[src/rtl/sprite_blit_ctrl.sv]
// Sprite blitter: walks a 16x16 sprite frame from character RAM
// and writes opaque, on-screen pixels into the framebuffer.
module sprite_blit_ctrl #(
  parameter int          FB_W      = 240,
  parameter int          FB_H      = 160,
  parameter int          SPR_DIM   = 16,
  parameter logic [23:0] KEY_COLOR = 24'hFF00FF
) (
  input  logic        Clk,
  input  logic        Reset_n,
  input  logic        start,
  input  logic [8:0]  posX,
  input  logic [8:0]  posY,
  input  logic [1:0]  playerDir,
  output logic [18:0] char_addr,
  input  logic [23:0] char_data,
  output logic [18:0] fb_addr,
  output logic [23:0] fb_data,
  output logic        fb_we,
  output logic        busy,
  output logic        done
);

  localparam int CW = $clog2(SPR_DIM);
  localparam logic [9:0] FB_W10 = 10'(FB_W);
  localparam logic [9:0] FB_H10 = 10'(FB_H);

  typedef enum logic [1:0] {
    IDLE,
    RD,
    WR,
    DONE
  } state_t;

  state_t        state;
  logic [CW-1:0] row;
  logic [CW-1:0] col;
  logic [8:0]    pos_x;
  logic [8:0]    pos_y;
  logic [1:0]    dir;

  logic [CW-1:0] nxt_col;
  logic [CW-1:0] nxt_row;
  logic          last_px;

  assign nxt_col = col + 1'b1;
  assign nxt_row = (&col) ? row + 1'b1 : row;
  assign last_px = (&row) && (&col);

  // char_addr is set on entry to RD so read data lands in WR
  always_ff @(posedge Clk or negedge Reset_n) begin
    if (!Reset_n) begin
      state     <= IDLE;
      row       <= '0;
      col       <= '0;
      pos_x     <= '0;
      pos_y     <= '0;
      dir       <= '0;
      char_addr <= '0;
    end else begin
      unique case (state)
        IDLE: begin
          if (start) begin
            pos_x     <= posX;
            pos_y     <= posY;
            dir       <= playerDir;
            row       <= '0;
            col       <= '0;
            char_addr <= 19'({playerDir, {(2*CW){1'b0}}});
            state     <= RD;
          end
        end
        RD: state <= WR;
        WR: begin
          col <= nxt_col;
          row <= nxt_row;
          if (last_px) begin
            state <= DONE;
          end else begin
            char_addr <= 19'({dir, nxt_row, nxt_col});
            state     <= RD;
          end
        end
        DONE: state <= IDLE;
        default: state <= IDLE;
      endcase
    end
  end

  logic [9:0]  px;
  logic [9:0]  py;
  logic [18:0] lin;
  logic        in_wr;
  logic        on_scr;
  logic        opaque;

  assign px     = {1'b0, pos_x} + 10'(col);
  assign py     = {1'b0, pos_y} + 10'(row);
  assign lin    = 19'(py) * 19'(FB_W) + 19'(px);
  assign in_wr  = (state == WR);
  assign on_scr = (px < FB_W10) && (py < FB_H10);
  assign opaque = (char_data != KEY_COLOR);

  assign fb_we   = in_wr && on_scr && opaque;
  assign fb_addr = in_wr ? lin : '0;
  assign fb_data = in_wr ? char_data : '0;
  assign busy    = (state != IDLE);
  assign done    = (state == DONE);

endmodule

[config.mk]
export PLATFORM = sky130hd
export DESIGN_NAME = sprite_blit_ctrl
export DESIGN_NICKNAME = d
export VERILOG_FILES = /design/src/rtl/sprite_blit_ctrl.sv
export SDC_FILE = /design/constraint.sdc
export NUM_CORES = 1
export LEC_CHECK = 0
export CAP_MARGIN = 20
export CORE_MARGIN = 3
export CORE_UTILIZATION = 48
export CTS_BUF_LIST = sky130_fd_sc_hd__clkbuf_8
export DETAILED_ROUTE_END_ITERATION = 10
export GPL_ROUTABILITY_DRIVEN = 0
export PLACE_DENSITY = 0.8
export SYNTH_ARGS = -nofsm -noshare
export SYNTH_HDL_FRONTEND = slang
export SYNTH_SLANG_ARGS = --single-unit
export TNS_END_PERCENT = 30
[constraint.sdc]
create_clock -name Clk -period 7 [get_ports Clk]
set_input_delay 1.05 -clock Clk [delete_from_list [all_inputs] [get_ports Clk]]
set_output_delay 1.05 -clock Clk [all_outputs]
set_load 0.05 [all_outputs]
* Word-level counts from Yosys, hierarchy flattened *
Index checks and enable logic that the tools add are counted.

cells by class
  add/subtract/negate cells = 5
  multipliers = 1
  muxes and demuxes = 12
  eq/ne operators = 6
  $lt $le $gt $ge = 2
  reduce and logical (&&, ||, !) cells = 12

operators by type and width
  operator                 number
  $mux W19                 3
  $pmux W19 S2             1
  $mux W24                 1
  $ne A24 B24 Y1 const B   1
  $add A9 B4 Y10           2
  $lt A10 B8 Y1 const B    2
  $add A18 B10 Y19         1
  $pmux W4 S2              2
  $mul A10 B4 Y14 const B  1
  $add A4 B1 Y4 const B    2
  $mux W4                  2
  $pmux W2 S4              1
  $reduce_and A4 Y1        2
  $eq A2 B2 Y1 const B     2
  $logic_and A1 B1 Y1      4
  $mux W2                  2
  $ne A2 B2 Y1 const B     2
  $reduce_and A2 Y1        2
  $reduce_bool A2 Y1       2
  $reduce_and A3 Y1        1
  $eq A2 B1 Y1 const B     1
  $logic_not A2 Y1         1

storage, ports and cells
  bits of input ports = 47
  output and inout port bits = 65
  flip-flop bits (word level) = 49

* Depth between registers and ports, before layout *
  depth in word-level cells = 5
  depth in mapped cells = 20
  depth with buffers taken out = 19

* Least setup slack after synthesis *
Ideal clock, no wire load.

  path type = register to output
  start = reg row[0]
  end = out fb_addr[17]
  required time = 5.950 ns
  buffers on the path = 0
  arrival = 5.242 ns
  setup slack = 0.708 ns
  stages on the path, launching flop included = 19
  cells stage by stage = dfrtp_1 > ha_1 > fa_1 > a21o_1 > a21oi_1 > nor4bb_1 > xor2_1 > inv_1 > fa_1 > inv_1 > ha_1 > ha_1 > a21o_1 > a31o_1 > or2_2 > o221ai_1 > nor4_4 > a31o_1 > a21oi_1

between the ends
  word-level cells in the longest chain between the ends = 4

RTL lines
  what                    line  RTL
  start, declared         36    logic [CW-1:0] row;
  start signal, assigned  76    row <= nxt_row;
  $add A9 B4 Y10          98    assign py = {1'b0, pos_y} + 10'(row);
  $mul A10 B4 Y14         99    assign lin = 19'(py) * 19'(FB_W) + 19'(px);
  $add A18 B10 Y19        99
  $mux W19                105   assign fb_addr = in_wr ? lin : '0;
  end, declared           17    output logic [18:0] fb_addr,

Every way passes these cells.

* Worst setup path in the final report *
  start = reg row[0]
  end = out fb_addr[15]

The elaborated chain is that of the path after synthesis.

==> summary.txt <==
Finish
  – Commonest non-fill, non-tap cell in the layout: clkdlybuf4s50_1
  – Layout cells sized above 1: 9.34%
  – Final nets: 647
  – Most frequent cells in the layout: clkdlybuf4s50_1, inv_1, dfrtp_1
  – Layout Cells excl Fill: 648
  – Area grow syn2layout: 29.2%
  – N_diodes: 0

Timing
  – RSZ-0062 raised after global routing: yes
  – Final period utilization: 94.5%
  – Worst Skew: 0.00541 ns
  – Final setup vio count: 0
  – Final hold viol count: 0
  – Setup TNS: 0 ns
  – Fmax: 0.151 GHz
  – Crit path time final: 6.62 ns
  – Worst-margin pin slew: 1.03 ns
  – Final slew viol count: 0
  – Worst rel slew slack: 31.0%

Clocking
  – CTS clock-pin slew for the worst setup and hold paths: 0.08 ns
  – CTS Buffer Depth: 2
  – CTS root buffer: clkbuf_8
  – Worst-Skew Late Latency: 0.29 ns
  – CTS sink count: 40
  – CTS Hold Bufs: 0
  – H-tree levels: 2
  – TritonCTS Buffers: 5
  – Post-CTS Setup Bufs: 0
  – CTS tree: built

Die
  – # IOs: 112
  – Die area: 0.00955 mm²
  – Initial core utilization: 50.9%
  – Vert. Die Dim: 97.7 µm
  – Core box area: 0.00793 mm²
  – Die X: 97.7 µm
  – Row count: 32

Setup path
  – Setup CP Type: register to output port
  – Reg2reg start: col[1]
  – Cells on worst reg2reg path: 5
  – CP startpoint kind: register
  – Worst path top cell family by delay: adder cells
  – Buffers & Inverters on Critical Path: 4
  – Crit-path cells: ha_1, fa_1, a21o_1, a21oi_1, nand3b_1, xnor2_1, fa_1, inv_1, fa_1, inv_1, ha_1, inv_1, o41ai_1, o2111ai_2, nor4_1, xor2_1, nor2_1, dlymetal6s2s_1
  – Crit path arrival time: 5.57 ns
  – R2R setup slack: 4.74 ns
  – Required time of the critical path: 5.95 ns
  – Slowest cell on the critical path: fa_1
  – Critical Path End Type: output port
  – Largest stage delay on the critical path: 0.55 ns
  – CP Max Fanout: 6
  – Worst r2r dst: char_addr[4]

Yosys
  – Register bit total from synthesis: 40
  – Top_reg_cell synth: dfrtp_1
  – Syn Inst Count: 450
  – Post-synthesis instance area: 0.00404 mm²
  – Synthesized area per cell: 8.98 µm²
  – Post-synth EDFFs: 0
  – Yosys warns: 0
  – Unique masters post-synth: 62
  – Asr flop ratio synth: 100%
  – Sequential area share after synthesis: 24.8%

Place
  – Buffers on Ports: 102
  – Hpwl dp: 7.73 mm
  – DP Cell Count: 640

Routing
  – Residual DRC: 0
  – DR vias/cell: 5.40
  – WL/cell: 14.3 µm
  – Vias: 3498
  – DR iter-0 viols: 119
  – TritonRoute pass-1 iters: 4
  – Final ANT Viol Nets: 0
  – Drt total wl: 9.27 mm

Job
  – Max-cap viol count: 0

Global route
  – Vias in the first global route: 3464
  – Global-route wire length before repair: 16.1 mm
  – Largest net degree at the start of global routing: 41
  – Initial antenna violation count: 0
  – Total grt overflow: 0
  – Total track usage: 20.0%

Status
  – Status: complete, no violations

Worst hold path
  – Hold Startpoint: char_addr[0]
  – WHS Endpoint: char_addr[0]
  – HP Class: register to register
  – Hold Path Cell Cnt: 2
[worst min-delay path: stages (launching register included)]
cell	delay, ns
dfrtp_1	0.35
nand2_1	0.05
o31ai_1	0.06
[routing by layer]
metal  up-vias  track usage (%)  part of all wire (%)
met5         -                0                     0
met4         0             5.01                   1.2
met3        13             3.07                   5.7
met2       131             36.4                    51
met1      1651             24.8                    42
li1       1703                -                     -
[per-stage QoR]
stage	utilization (%)	hold slack, ns	cell area (µm²)	worst slack (ns)
floorplan	-	0.480	4070	0.708
global placement	64.3	0.464	5100	0.449
detailed placement	64.3	0.478	5100	0.290
CTS	65.7	0.496	5210	0.0287
global route	65.8	0.519	5220	-0.00246
finish	65.8	0.493	5220	0.384
[sequential cells by signal, indices dropped and copies added (netlist names)]
| register | cells |
|---|---|
| char_addr | 10 |
| pos_x | 9 |
| pos_y | 9 |
| col | 4 |
| row | 4 |
| dir | 2 |
| state | 2 |
[how the worst max path moves through the flow]
stage | from | end | cells after the start
2_1_floorplan | row[0] | fb_addr[17] | 18
3_3_place_gp | row[0] | fb_addr[18] | 19
3_5_place_dp | row[0] | fb_addr[18] | 19
4_1_cts | row[0] | fb_addr[15] | 18
5_1_grt | row[0] | fb_addr[18] | 19
6_report | row[0] | fb_addr[15] | 18
[synthesized netlist by cell type, types with 4 or more instances]
library cell	count	area, µm²
nor2_1	26	97.6
a21o_1	13	97.6
o21ai_1	8	40.0
xor2_1	16	140
and2_1	31	194
nand2_1	36	135
o31ai_1	5	37.5
or2_2	4	25.0
nand4_1	9	56.3
clkbuf_1	12	45.0
inv_1	42	158
fa_1	17	340
buf_4	9	67.6
nand3_1	7	35.0
a21oi_1	19	95.1
ha_1	38	475
dfrtp_1	40	1000
o21ai_0	12	60.1
mux2_2	20	225
and3_1	4	25.0
xnor2_1	24	210
[cells by family (layout without fill, tap and decap cells)]
family                     after synthesis  in the layout  share of synthesized area [%]
and+or+nand+nor                        143            143                           19.0
adders and majority gates               55             55                           20.2
muxes                                   23             23                           6.32
DFF                                     40             40                           24.8
AOI/OAI and AO/OA                       80             80                           13.4
buffers and inverters                   67            155                           7.16
xor gates and xnor gates                41             41                           9.08
other                                    1              9                         0.0928
[what timing repair did]
item                                    in CTS  in global routing
gates resized for setup                      1                  8
gates cloned                                 0                  0
endpoints found under the setup margin       1                  6
[final cells by class]
type                       count  area (µm²)
multi-input combinational    351        2780
fill                         647        2710
timing repair buffer         104        1030
sequential                    40        1000
inverter                      43         161
tap                          102         128
clock buffer                   5        68.8
clock inverter                 3        42.5
Power is left out: the tool's default activity adds up to more than one toggle a clock period on the data nets, which glitch-free logic cannot reach.
